===== config.mk =====
export PLATFORM = sky130hd
export DESIGN_NAME = ps2_scan_code_receiver_flat
export DESIGN_NICKNAME = d
export VERILOG_FILES = /design/src/rtl/ps2_scan_code_receiver_if.sv /design/src/rtl/ps2_scan_code_receiver.sv /design/src/flat_wrapper.sv
export SDC_FILE = /design/constraint.sdc
export NUM_CORES = 1
export LEC_CHECK = 0
export BUFFER_PORTS_ARGS = -buffer_cell sky130_fd_sc_hd__buf_4
export CORE_ASPECT_RATIO = 2
export CORE_MARGIN = 3
export CORE_UTILIZATION = 40
export DETAILED_ROUTE_END_ITERATION = 10
export SLEW_MARGIN = 20
export SYNTH_ARGS = -nofsm -noshare
export SYNTH_HDL_FRONTEND = slang
export SYNTH_SLANG_ARGS = --single-unit
export TNS_END_PERCENT = 1

===== constraint.sdc =====
create_clock -name clock -period 1.99 [get_ports clock]
set_input_delay 0.2985 -clock clock [delete_from_list [all_inputs] [get_ports clock]]
set_output_delay 0.2985 -clock clock [all_outputs]
set_load 0.01 [all_outputs]

===== src/rtl/ps2_scan_code_receiver_if.sv =====
// PS/2 receiver bundle: raw keyboard lines in, decoded Set-2 scan code and status pulses out.
// The master drives the lines and consumes codes; the slave is the receiver.
interface ps2_scan_code_receiver_if;
  logic       ps2_clk;
  logic       ps2_data;
  logic [7:0] scan_code;
  logic       scan_code_valid;
  logic       is_break;
  logic       is_extended;
  logic       frame_error;

  modport master (
    output ps2_clk,
    output ps2_data,
    input  scan_code,
    input  scan_code_valid,
    input  is_break,
    input  is_extended,
    input  frame_error
  );

  modport slave (
    input  ps2_clk,
    input  ps2_data,
    output scan_code,
    output scan_code_valid,
    output is_break,
    output is_extended,
    output frame_error
  );
endinterface


===== src/rtl/ps2_scan_code_receiver.sv =====
// PS/2 device-to-host receiver: sync + glitch filter, 11-bit frame deserializer, E0/F0 prefix folding.
// Define PS2_PARITY_CHECK_EN to reject frames whose odd parity does not match.
module ps2_scan_code_receiver #(
  parameter int FILTER_LEN     = 8,
  parameter int TIMEOUT_CYCLES = 50000
) (
  input  logic                     clock,
  input  logic                     reset,
  ps2_scan_code_receiver_if.slave  ps2_bus
);

  localparam int FILT_W = $clog2(FILTER_LEN + 1);
  localparam int TMO_W  = $clog2(TIMEOUT_CYCLES + 1);

  localparam logic [FILT_W-1:0] FILT_LAST = FILT_W'(FILTER_LEN - 1);
  localparam logic [TMO_W-1:0]  TMO_LIMIT = TMO_W'(TIMEOUT_CYCLES);

  localparam logic [1:0] S_IDLE   = 2'd0;
  localparam logic [1:0] S_DATA   = 2'd1;
  localparam logic [1:0] S_PARITY = 2'd2;
  localparam logic [1:0] S_STOP   = 2'd3;

  localparam logic [7:0] CODE_BREAK = 8'hF0;
  localparam logic [7:0] CODE_EXT   = 8'hE0;

`ifdef PS2_PARITY_CHECK_EN
  function automatic logic odd_parity_ok(input logic [7:0] data, input logic parity);
    return ^{data, parity};
  endfunction
`endif

  logic              r_clk_meta;
  logic              r_clk_sync;
  logic              r_data_meta;
  logic              r_data_sync;
  logic              r_clk_filt;
  logic              r_clk_filt_d;
  logic [FILT_W-1:0] r_filt_cnt;

  logic [1:0]        r_state;
  logic [7:0]        r_shift;
  logic [3:0]        r_bit_cnt;
  logic [TMO_W-1:0]  r_tmo_cnt;
`ifdef PS2_PARITY_CHECK_EN
  logic              r_parity_bit;
  logic              w_parity_nxt;
`endif

  logic              r_break_pend;
  logic              r_ext_pend;
  logic [7:0]        r_scan_code;
  logic              r_scan_code_valid;
  logic              r_is_break;
  logic              r_is_extended;
  logic              r_frame_error;

  logic              w_bit_event;
  logic              w_bit;
  logic              w_timeout;
  logic              w_parity_ok;
  logic [1:0]        w_state_nxt;
  logic [7:0]        w_shift_nxt;
  logic [3:0]        w_bit_cnt_nxt;
  logic              w_frame_done;
  logic              w_eval_error;
  logic              w_take_code;
  logic              w_set_break;
  logic              w_set_ext;
  logic              w_drop_frame;

  // Two-flop synchronizers; idle PS/2 lines are high, so reset to 1
  always_ff @(posedge clock) begin
    if (reset) begin
      r_clk_meta  <= 1'b1;
      r_clk_sync  <= 1'b1;
      r_data_meta <= 1'b1;
      r_data_sync <= 1'b1;
    end else begin
      r_clk_meta  <= ps2_bus.ps2_clk;
      r_clk_sync  <= r_clk_meta;
      r_data_meta <= ps2_bus.ps2_data;
      r_data_sync <= r_data_meta;
    end
  end

  // Glitch filter: the filtered clock follows only after FILTER_LEN consecutive differing samples
  always_ff @(posedge clock) begin
    if (reset) begin
      r_clk_filt   <= 1'b1;
      r_clk_filt_d <= 1'b1;
      r_filt_cnt   <= '0;
    end else begin
      r_clk_filt_d <= r_clk_filt;
      if (r_clk_sync == r_clk_filt) begin
        r_filt_cnt <= '0;
      end else if (r_filt_cnt == FILT_LAST) begin
        r_clk_filt <= r_clk_sync;
        r_filt_cnt <= '0;
      end else begin
        r_filt_cnt <= r_filt_cnt + FILT_W'(1);
      end
    end
  end

  assign w_bit_event  = r_clk_filt_d & ~r_clk_filt;
  assign w_bit        = r_data_sync;
  assign w_timeout    = (r_state != S_IDLE) && (r_tmo_cnt == TMO_LIMIT) && !w_bit_event;

`ifdef PS2_PARITY_CHECK_EN
  assign w_parity_ok = odd_parity_ok(r_shift, r_parity_bit);
`else
  assign w_parity_ok = 1'b1;
`endif

  // Frame FSM next-state and deserializer datapath
  always_comb begin
    w_state_nxt   = r_state;
    w_shift_nxt   = r_shift;
    w_bit_cnt_nxt = r_bit_cnt;
    w_frame_done  = 1'b0;
`ifdef PS2_PARITY_CHECK_EN
    w_parity_nxt  = r_parity_bit;
`endif
    if (w_bit_event) begin
      case (r_state)
        S_IDLE: begin
          if (!w_bit) begin
            w_state_nxt   = S_DATA;
            w_shift_nxt   = 8'h00;
            w_bit_cnt_nxt = 4'd0;
          end else begin
            w_state_nxt   = S_IDLE;
          end
        end
        S_DATA: begin
          w_shift_nxt   = {w_bit, r_shift[7:1]};
          w_bit_cnt_nxt = r_bit_cnt + 4'd1;
          if (r_bit_cnt == 4'd7) begin
            w_state_nxt = S_PARITY;
          end else begin
            w_state_nxt = S_DATA;
          end
        end
        S_PARITY: begin
`ifdef PS2_PARITY_CHECK_EN
          w_parity_nxt = w_bit;
`endif
          w_state_nxt  = S_STOP;
        end
        S_STOP: begin
          w_frame_done = 1'b1;
          w_state_nxt  = S_IDLE;
        end
        default: begin
          w_state_nxt = S_IDLE;
        end
      endcase
    end else if (w_timeout) begin
      w_state_nxt = S_IDLE;
    end else begin
      w_state_nxt = r_state;
    end
  end

  // Completed-frame classification: stop error beats parity error beats prefix/code decode
  always_comb begin
    w_eval_error = 1'b0;
    w_take_code  = 1'b0;
    w_set_break  = 1'b0;
    w_set_ext    = 1'b0;
    if (!w_frame_done) begin
      w_eval_error = 1'b0;
    end else if (!w_bit) begin
      w_eval_error = 1'b1;
    end else if (!w_parity_ok) begin
      w_eval_error = 1'b1;
    end else if (r_shift == CODE_BREAK) begin
      w_set_break  = 1'b1;
    end else if (r_shift == CODE_EXT) begin
      w_set_ext    = 1'b1;
    end else begin
      w_take_code  = 1'b1;
    end
  end

  assign w_drop_frame = w_eval_error | w_timeout;

  // FSM and frame registers
  always_ff @(posedge clock) begin
    if (reset) begin
      r_state      <= S_IDLE;
      r_shift      <= 8'h00;
      r_bit_cnt    <= 4'd0;
`ifdef PS2_PARITY_CHECK_EN
      r_parity_bit <= 1'b0;
`endif
    end else begin
      r_state      <= w_state_nxt;
      r_shift      <= w_shift_nxt;
      r_bit_cnt    <= w_bit_cnt_nxt;
`ifdef PS2_PARITY_CHECK_EN
      r_parity_bit <= w_parity_nxt;
`endif
    end
  end

  // Inter-edge watchdog: cleared by every bit event and held at zero while idle
  always_ff @(posedge clock) begin
    if (reset) begin
      r_tmo_cnt <= '0;
    end else if (w_bit_event || (r_state == S_IDLE) || w_timeout) begin
      r_tmo_cnt <= '0;
    end else begin
      r_tmo_cnt <= r_tmo_cnt + TMO_W'(1);
    end
  end

  // Output registers and prefix flags; any dropped frame forgets pending prefixes
  always_ff @(posedge clock) begin
    if (reset) begin
      r_scan_code       <= 8'h00;
      r_scan_code_valid <= 1'b0;
      r_is_break        <= 1'b0;
      r_is_extended     <= 1'b0;
      r_frame_error     <= 1'b0;
      r_break_pend      <= 1'b0;
      r_ext_pend        <= 1'b0;
    end else begin
      r_scan_code_valid <= w_take_code;
      r_frame_error     <= w_drop_frame;
      if (w_take_code) begin
        r_scan_code   <= r_shift;
        r_is_break    <= r_break_pend;
        r_is_extended <= r_ext_pend;
        r_break_pend  <= 1'b0;
        r_ext_pend    <= 1'b0;
      end else if (w_drop_frame) begin
        r_break_pend  <= 1'b0;
        r_ext_pend    <= 1'b0;
      end else begin
        if (w_set_break) begin
          r_break_pend <= 1'b1;
        end
        if (w_set_ext) begin
          r_ext_pend <= 1'b1;
        end
      end
    end
  end

  assign ps2_bus.scan_code       = r_scan_code;
  assign ps2_bus.scan_code_valid = r_scan_code_valid;
  assign ps2_bus.is_break        = r_is_break;
  assign ps2_bus.is_extended     = r_is_extended;
  assign ps2_bus.frame_error     = r_frame_error;

endmodule

===== src/flat_wrapper.sv =====
// flat-port wrapper written by rule: the top's interface ports become plain ports
module ps2_scan_code_receiver_flat 
#(
  parameter int FILTER_LEN     = 8,
  parameter int TIMEOUT_CYCLES = 50000
)
  (clock, reset, ps2_bus_ps2_clk, ps2_bus_ps2_data, ps2_bus_scan_code, ps2_bus_scan_code_valid, ps2_bus_is_break, ps2_bus_is_extended, ps2_bus_frame_error);
  ps2_scan_code_receiver_if ps2_bus_i ();
  input  logic clock;
  input  logic reset;
  input wire logic [$bits(ps2_bus_i.ps2_clk)-1:0] ps2_bus_ps2_clk;
  input wire logic [$bits(ps2_bus_i.ps2_data)-1:0] ps2_bus_ps2_data;
  output wire logic [$bits(ps2_bus_i.scan_code)-1:0] ps2_bus_scan_code;
  output wire logic [$bits(ps2_bus_i.scan_code_valid)-1:0] ps2_bus_scan_code_valid;
  output wire logic [$bits(ps2_bus_i.is_break)-1:0] ps2_bus_is_break;
  output wire logic [$bits(ps2_bus_i.is_extended)-1:0] ps2_bus_is_extended;
  output wire logic [$bits(ps2_bus_i.frame_error)-1:0] ps2_bus_frame_error;
  assign ps2_bus_i.ps2_clk = ps2_bus_ps2_clk;
  assign ps2_bus_i.ps2_data = ps2_bus_ps2_data;
  assign ps2_bus_scan_code = ps2_bus_i.scan_code;
  assign ps2_bus_scan_code_valid = ps2_bus_i.scan_code_valid;
  assign ps2_bus_is_break = ps2_bus_i.is_break;
  assign ps2_bus_is_extended = ps2_bus_i.is_extended;
  assign ps2_bus_frame_error = ps2_bus_i.frame_error;
  ps2_scan_code_receiver #(.FILTER_LEN(FILTER_LEN), .TIMEOUT_CYCLES(TIMEOUT_CYCLES)) u_core (.clock(clock), .reset(reset), .ps2_bus(ps2_bus_i));
endmodule

## After elaboration in Yosys (flattened, before gate mapping)

Cells that the tools add are included.

| storage, ports and cells | value |
|---|---|
| register bits after elaboration | 54 |
| bits of input ports | 4 |
| output and inout port bits | 12 |
| word-level logic and storage cells | 73 |

| operators by class | value |
|---|---|
| add/sub/neg operators | 3 |
| eq/ne operators | 10 |
| mux-type cells | 24 |
| bitwise operators | 4 |
| reduce and logical (&&, ||, !) cells | 14 |

Operators with widths:

| kind | count |
|---|---|
| adder 16 x 1 -> 16 bit (second input constant) | 1 |
| == test 16 bit (second input constant) | 1 |
| == test 8 bit (second input constant) | 2 |
| two-way mux 1 bit | 16 |
| case mux 8 bit (2 select lines) | 1 |
| adder 4 x 1 -> 4 bit (second input constant) | 2 |
| == test 4 x 3 -> 1 bit (second input constant) | 2 |
| two-way mux 8 bit | 1 |
| case mux 2 bit (4 select lines) | 1 |
| case mux 4 bit (2 select lines) | 1 |
| two-way mux 2 bit | 3 |
| nonzero test 2 bit | 3 |
| OR reduction 3 bit | 2 |
| == test 2 bit (second input constant) | 2 |
| two-way mux 4 bit | 1 |
| AND reduction 3 bit | 1 |
| == test 2 x 1 -> 1 bit (second input constant) | 1 |
| logical AND 1 bit | 2 |
| zero test 2 bit | 1 |
| logical OR 1 bit | 2 |
| != test 2 bit (second input constant) | 1 |
| inverter 1 bit | 2 |
| AND reduction 2 bit | 1 |
| OR reduction 2 bit | 1 |
| other kinds (4) | 4 |

## Depth between registers and ports, before layout

| logic depth | value |
|---|---|
| depth in word-level cells | 6 |
| depth in mapped cells | 7 |
| depth with buffers taken out | 6 |

## Worst setup path before layout

Ideal clock, no wire load.

| timing path | value |
|---|---|
| path type | reg-to-reg |
| from | register u_core.r_tmo_cnt[0] |
| to | register u_core.r_tmo_cnt[15] |
| library setup time | 0.115 ns |
| arrival | 1.413 ns |
| required time | 1.875 ns |
| setup slack | 0.463 ns |
| cell stages (with the launch flop) | 8 |
| buffers on the path | 1 |
| clock period less this slack | 1.527 ns |
| path through | dfxtp_1 > inv_1 > ha_1 > nor4bb_1 > nand4_1 > o21ai_4 > buf_6 > nor2_1 |

| on the way | value |
|---|---|
| cells in the longest elaborated chain, start to end | 5 |
| elaborated cells on any way between the ends | 6 |
| those cells by class | add/sub (1); eq/ne (1); reduce/logical (4) |

Ends and longest elaborated chain:

| item | line | text |
|---|---|---|
| start: declaration | ps2_scan_code_receiver.sv:43 | `logic [TMO_W-1:0] r_tmo_cnt;` |
| start signal: assignment | ps2_scan_code_receiver.sv:214 | `r_tmo_cnt <= r_tmo_cnt + TMO_W'(1);` |
| branches (longest 5 deep; another with adder 16 x 1 -> 16 bit) | - |  |

Several ways; the timed one is not identified.
A chain may end at the register's enable or synchronous reset.

## Final worst setup path

| timing path | value |
|---|---|
| from | register u_core.r_state[1] |
| to | register u_core.r_is_extended (netlist: u_core.ps2_bus.is_extended) |

| on the way | value |
|---|---|
| cells in the longest elaborated chain, start to end | 4 |

Ends and longest elaborated chain:

| item | line | text |
|---|---|---|
| start: declaration | ps2_scan_code_receiver.sv:40 | `logic [1:0] r_state;` |
| start signal: assignment | ps2_scan_code_receiver.sv:198 | `r_state <= w_state_nxt;` |
| == test 2 bit | ps2_scan_code_receiver.sv:125 | `case (r_state)` |
| two-way mux 1 bit | ps2_scan_code_receiver.sv:125 |  |
| two-way mux 1 bit | ps2_scan_code_receiver.sv:124 | `if (w_bit_event) begin` |
| two-way mux 1 bit | ps2_scan_code_receiver.sv:171 | `if (!w_frame_done) begin` |
| end signal: assignment | ps2_scan_code_receiver.sv:234 | `r_is_extended <= r_ext_pend;` |
| end: declaration | ps2_scan_code_receiver.sv:54 | `logic r_is_extended;` |

No other way between the ends.

==> impl_results.md <==
- Final setup viols: 0
- Kind of critical path: reg2reg
- EDFF count, synth: 0
- Crit share post-route: 84.4%
- Worst-margin pin slew: ~0.68 ns
- Crit path DAT: 1.93 ns
- Avg Inst Size Synth: between 9 and 10 um2
- Antenna diode count: 0
- Initial antenna violation count: 0
- CTS HTree Levels: 2
- # rows: 37
- Synth cell types: 39
- Die ar.: roughly 0.0063 mm2
- PwrDens: 724 mW/mm2
- Synth top cells by count: dfxtp_1 (54), nor2_1 (39), xnor2_1 (14), a22o_1 (10), inv_1 (10)
- Largest family of logic cells by synthesized area: simple AND/OR/NAND/NOR gates
- Post-Syn Nets: 232
- RePlAce Congestion: ~0.84
- Post-synthesis simple-gate area fraction: ~24%
- Remaining global-route overflow: 0
- GRT Util Overall: 15.4%
- Slew Limit Fails: 0
- HP Class: in2reg
- Vias: between 1,500 and 2,000
- Worst Setup End Kind: flop
- Adder-cell share of the synthesized area: 2.33%
- DRT Wirelength: 4150 um
- Post-layout net count: 250
- Async S/R FF share, synth: 0%
- Run status: completed
- RSZ-0062 raised after global routing: false
- CTS max path bufs: 2
- Synth top area cells: dfxtp_1 (50%), nor2_1 (6.8%), xnor2_1 (5.7%), a22o_1 (4.1%), a22oi_1 (3.1%)
- Fill cell count: 538
- Mux contribution to synthesized area: 0.466%
- Synth area leader: dfxtp_1
- Netlist Area Pre-Place: 0.00215 mm2
- TritonRoute pass-1 iters: 6
- CTS clock-pin slew for the worst setup and hold paths: 0.09 ns
- Peak VDD IR: 0.585 mV
- Synth Area in XOR/XNOR: under 10%
- Core ar.: 0.00518 mm2
- CTS buffer count: 5
- Critical Path RT: 2.24 ns
- Skew final: 0.0115 ns
- Setup TNS: 0 ns
- FF-to-FF path depth: 4
- Worst hold stages: 2
- Die Width: 57.8 um
- Worst skew pair latency: 0.31 ns
- Crit-path max FO: 11
- Warnings from Yosys: 0
- F_max: 0.595 GHz
- Vias per cell: 5.44
- Largest net degree at the start of global routing: 24
- Clock root buffer: clkbuf_8
- Routed Antenna Nets: 0
- Vias in the first global route: 1,684
- IO Count: 16
- DP HPWL: about 3100 um
- Area share of the largest cell type after synthesis: 50.3%
- Max_cap viols: 0
- CTS tree: yes
- Ys flop type: dfxtp_1
- Crit path time final: about 1.7 ns
- Final worst slack: 0.310 ns
- Clock sinks: 54
- Sequential share of the synthesized area: 50.3%
- Final hold violation count: 0
- Synth Area in Compound Gates: 11.3%
- # DRC: 0
- I/O Buffers: 15
- Chip height: 110 um
- Most frequent cell after synthesis: dfxtp_1
- Layout cells sized above 1: approximately 14%
- Setup WS pre-CTS: 0.182 ns
- Area growth, synth to finish: 13.2%
- Initial core utilization: 41.4%
- PostCTS Resize Cnt: 0
- Leakage Power: 0.852 nW
- Post-CTS Hold Fix Bufs: 0
- DR iter-0 viols: 56
- Cell count after synthesis: 224
- Relative slew margins: between 50% and 60%
- Number of synthesized register bits: between 50 and 60
- First-pass GRT wire length: between 7000 and 8000 um
- Drt wl/cell: roughly 14 um
- CP startpoint kind: flop
==> flip-flops by register name, indices dropped and copies added (netlist names) <==
signal                          count
u_core.r_bit_cnt                    4
u_core.r_tmo_cnt                   16
u_core.r_ext_pend                   1
u_core.r_clk_filt                   1
u_core.r_break_pend                 1
u_core.r_data_meta                  1
u_core.ps2_bus.scan_code_valid      1
u_core.ps2_bus.scan_code            8
u_core.ps2_bus.is_break             1
u_core.r_clk_sync                   1
u_core.ps2_bus.frame_error          1
u_core.r_state                      2
u_core.r_data_sync                  1
u_core.r_shift                      8
u_core.ps2_bus.is_extended          1
u_core.r_clk_meta                   1
u_core.r_filt_cnt                   4
u_core.r_clk_filt_d                 1
==> layout by cell type (no fill, tap or decap), drive strengths merged <==
| cell type | instances |
|---|---|
| xnor2 | 14 |
| a22oi | 9 |
| o2111ai | 1 |
| mux2i | 1 |
| nor3 | 3 |
| nand2 | 8 |
| ha | 4 |
| a32oi | 1 |
| o311ai | 1 |
| a31oi | 2 |
| inv | 10 |
| or4b | 1 |
| o2bb2ai | 1 |
| nor4 | 6 |
| and2b | 1 |
| nand4bb | 1 |
| a21oi | 1 |
| a211o | 1 |
| nor3b | 2 |
| xor2 | 5 |
| nand2b | 3 |
| clkbuf | 7 |
| nand4 | 7 |
| or3 | 2 |
| nor2 | 39 |
| a22o | 10 |
| or4 | 1 |
| o21ai | 3 |
| and4b | 1 |
| and3b | 2 |
| nor2b | 4 |
| and4bb | 1 |
| buf | 20 |
| dfxtp | 54 |
| nand3 | 8 |
| nor4bb | 2 |
| clkinv | 1 |
| or2 | 5 |
==> kinds of logic (layout without fill, tap and decap cells) <==
kind of cell / after synthesis / in the layout
DFF: 54 / 54
buffers and inverters: 19 / 38
AOI/OAI and AO/OA: 30 / 30
adders and majority gates: 4 / 4
and+or+nand+nor: 97 / 97
xor gates and xnor gates: 19 / 19
muxes: 1 / 1
==> what timing repair did <==
item	in CTS	in global routing
endpoints found under the setup margin	0	5
buffers inserted	0	1
endpoints found under the hold margin	0	0
==> per-layer routing <==
| layer | global-route usage, % | wire length (um) |
|---|---|---|
| met1 | 14.2 | 1470 |
| met2 | 27.8 | 2280 |
| met3 | 3.53 | 142 |
| met4 | 12.1 | 261 |
| met5 | 0 | 0 |
==> power breakdown <==
group	internal, mW	total, mW	switching [mW]
logic	0.0199	0.0460	0.0261
registers	1.09	1.10	0.00802
clock network	0.281	0.619	0.338
total	1.39	1.76	0.372
==> layout make-up <==
class / instances / area (um2) / area share [%]
clock inverters: 1 / 5.00 / 0.206
well taps: 58 / 72.6 / 2.99
multi-input cells: 151 / 985 / 40.5
inverters: 10 / 37.5 / 1.54
repair buffers: 20 / 163 / 6.69
flip-flops and latches: 54 / 1080 / 44.5
clock buffers: 7 / 86.3 / 3.55
==> worst max-delay path, cell delays in order (launching register included) <==
cell      delay [ns]
dfxtp_1         0.44
and4b_1         0.30
o311ai_1        0.13
nor2_1          0.54
a22o_1          0.22
==> worst paths after layout <==
path	startpoint	end	slack [ns]
worst max-delay path	u_core.r_state[1]$_SDFFE_PP0P_	u_core.ps2_bus.is_extended$_SDFFE_PP0P_	0.31
worst max register to register	u_core.r_state[1]$_SDFFE_PP0P_	u_core.ps2_bus.is_extended$_SDFFE_PP0P_	0.31
worst min-delay path	ps2_bus_ps2_data	u_core.r_data_meta$_SDFF_PP1_	0.17
worst min register to register	u_core.r_clk_meta$_SDFF_PP1_	u_core.r_clk_sync$_SDFF_PP1_	0.41
==> through the flow <==
stage	hold slack (ns)	total power, mW	instance area [um2]	std cells	utilization (%)
floorplan	0.389	1.15	2150	224	-
global placement	0.391	1.16	2320	292	44.7
detailed placement	0.399	1.16	2320	292	44.7
CTS	0.154	1.79	2410	300	46.5
global route	0.158	1.84	2430	301	46.9
finish	0.167	1.76	2430	301	46.9
(Power assumes the default switching activity.)
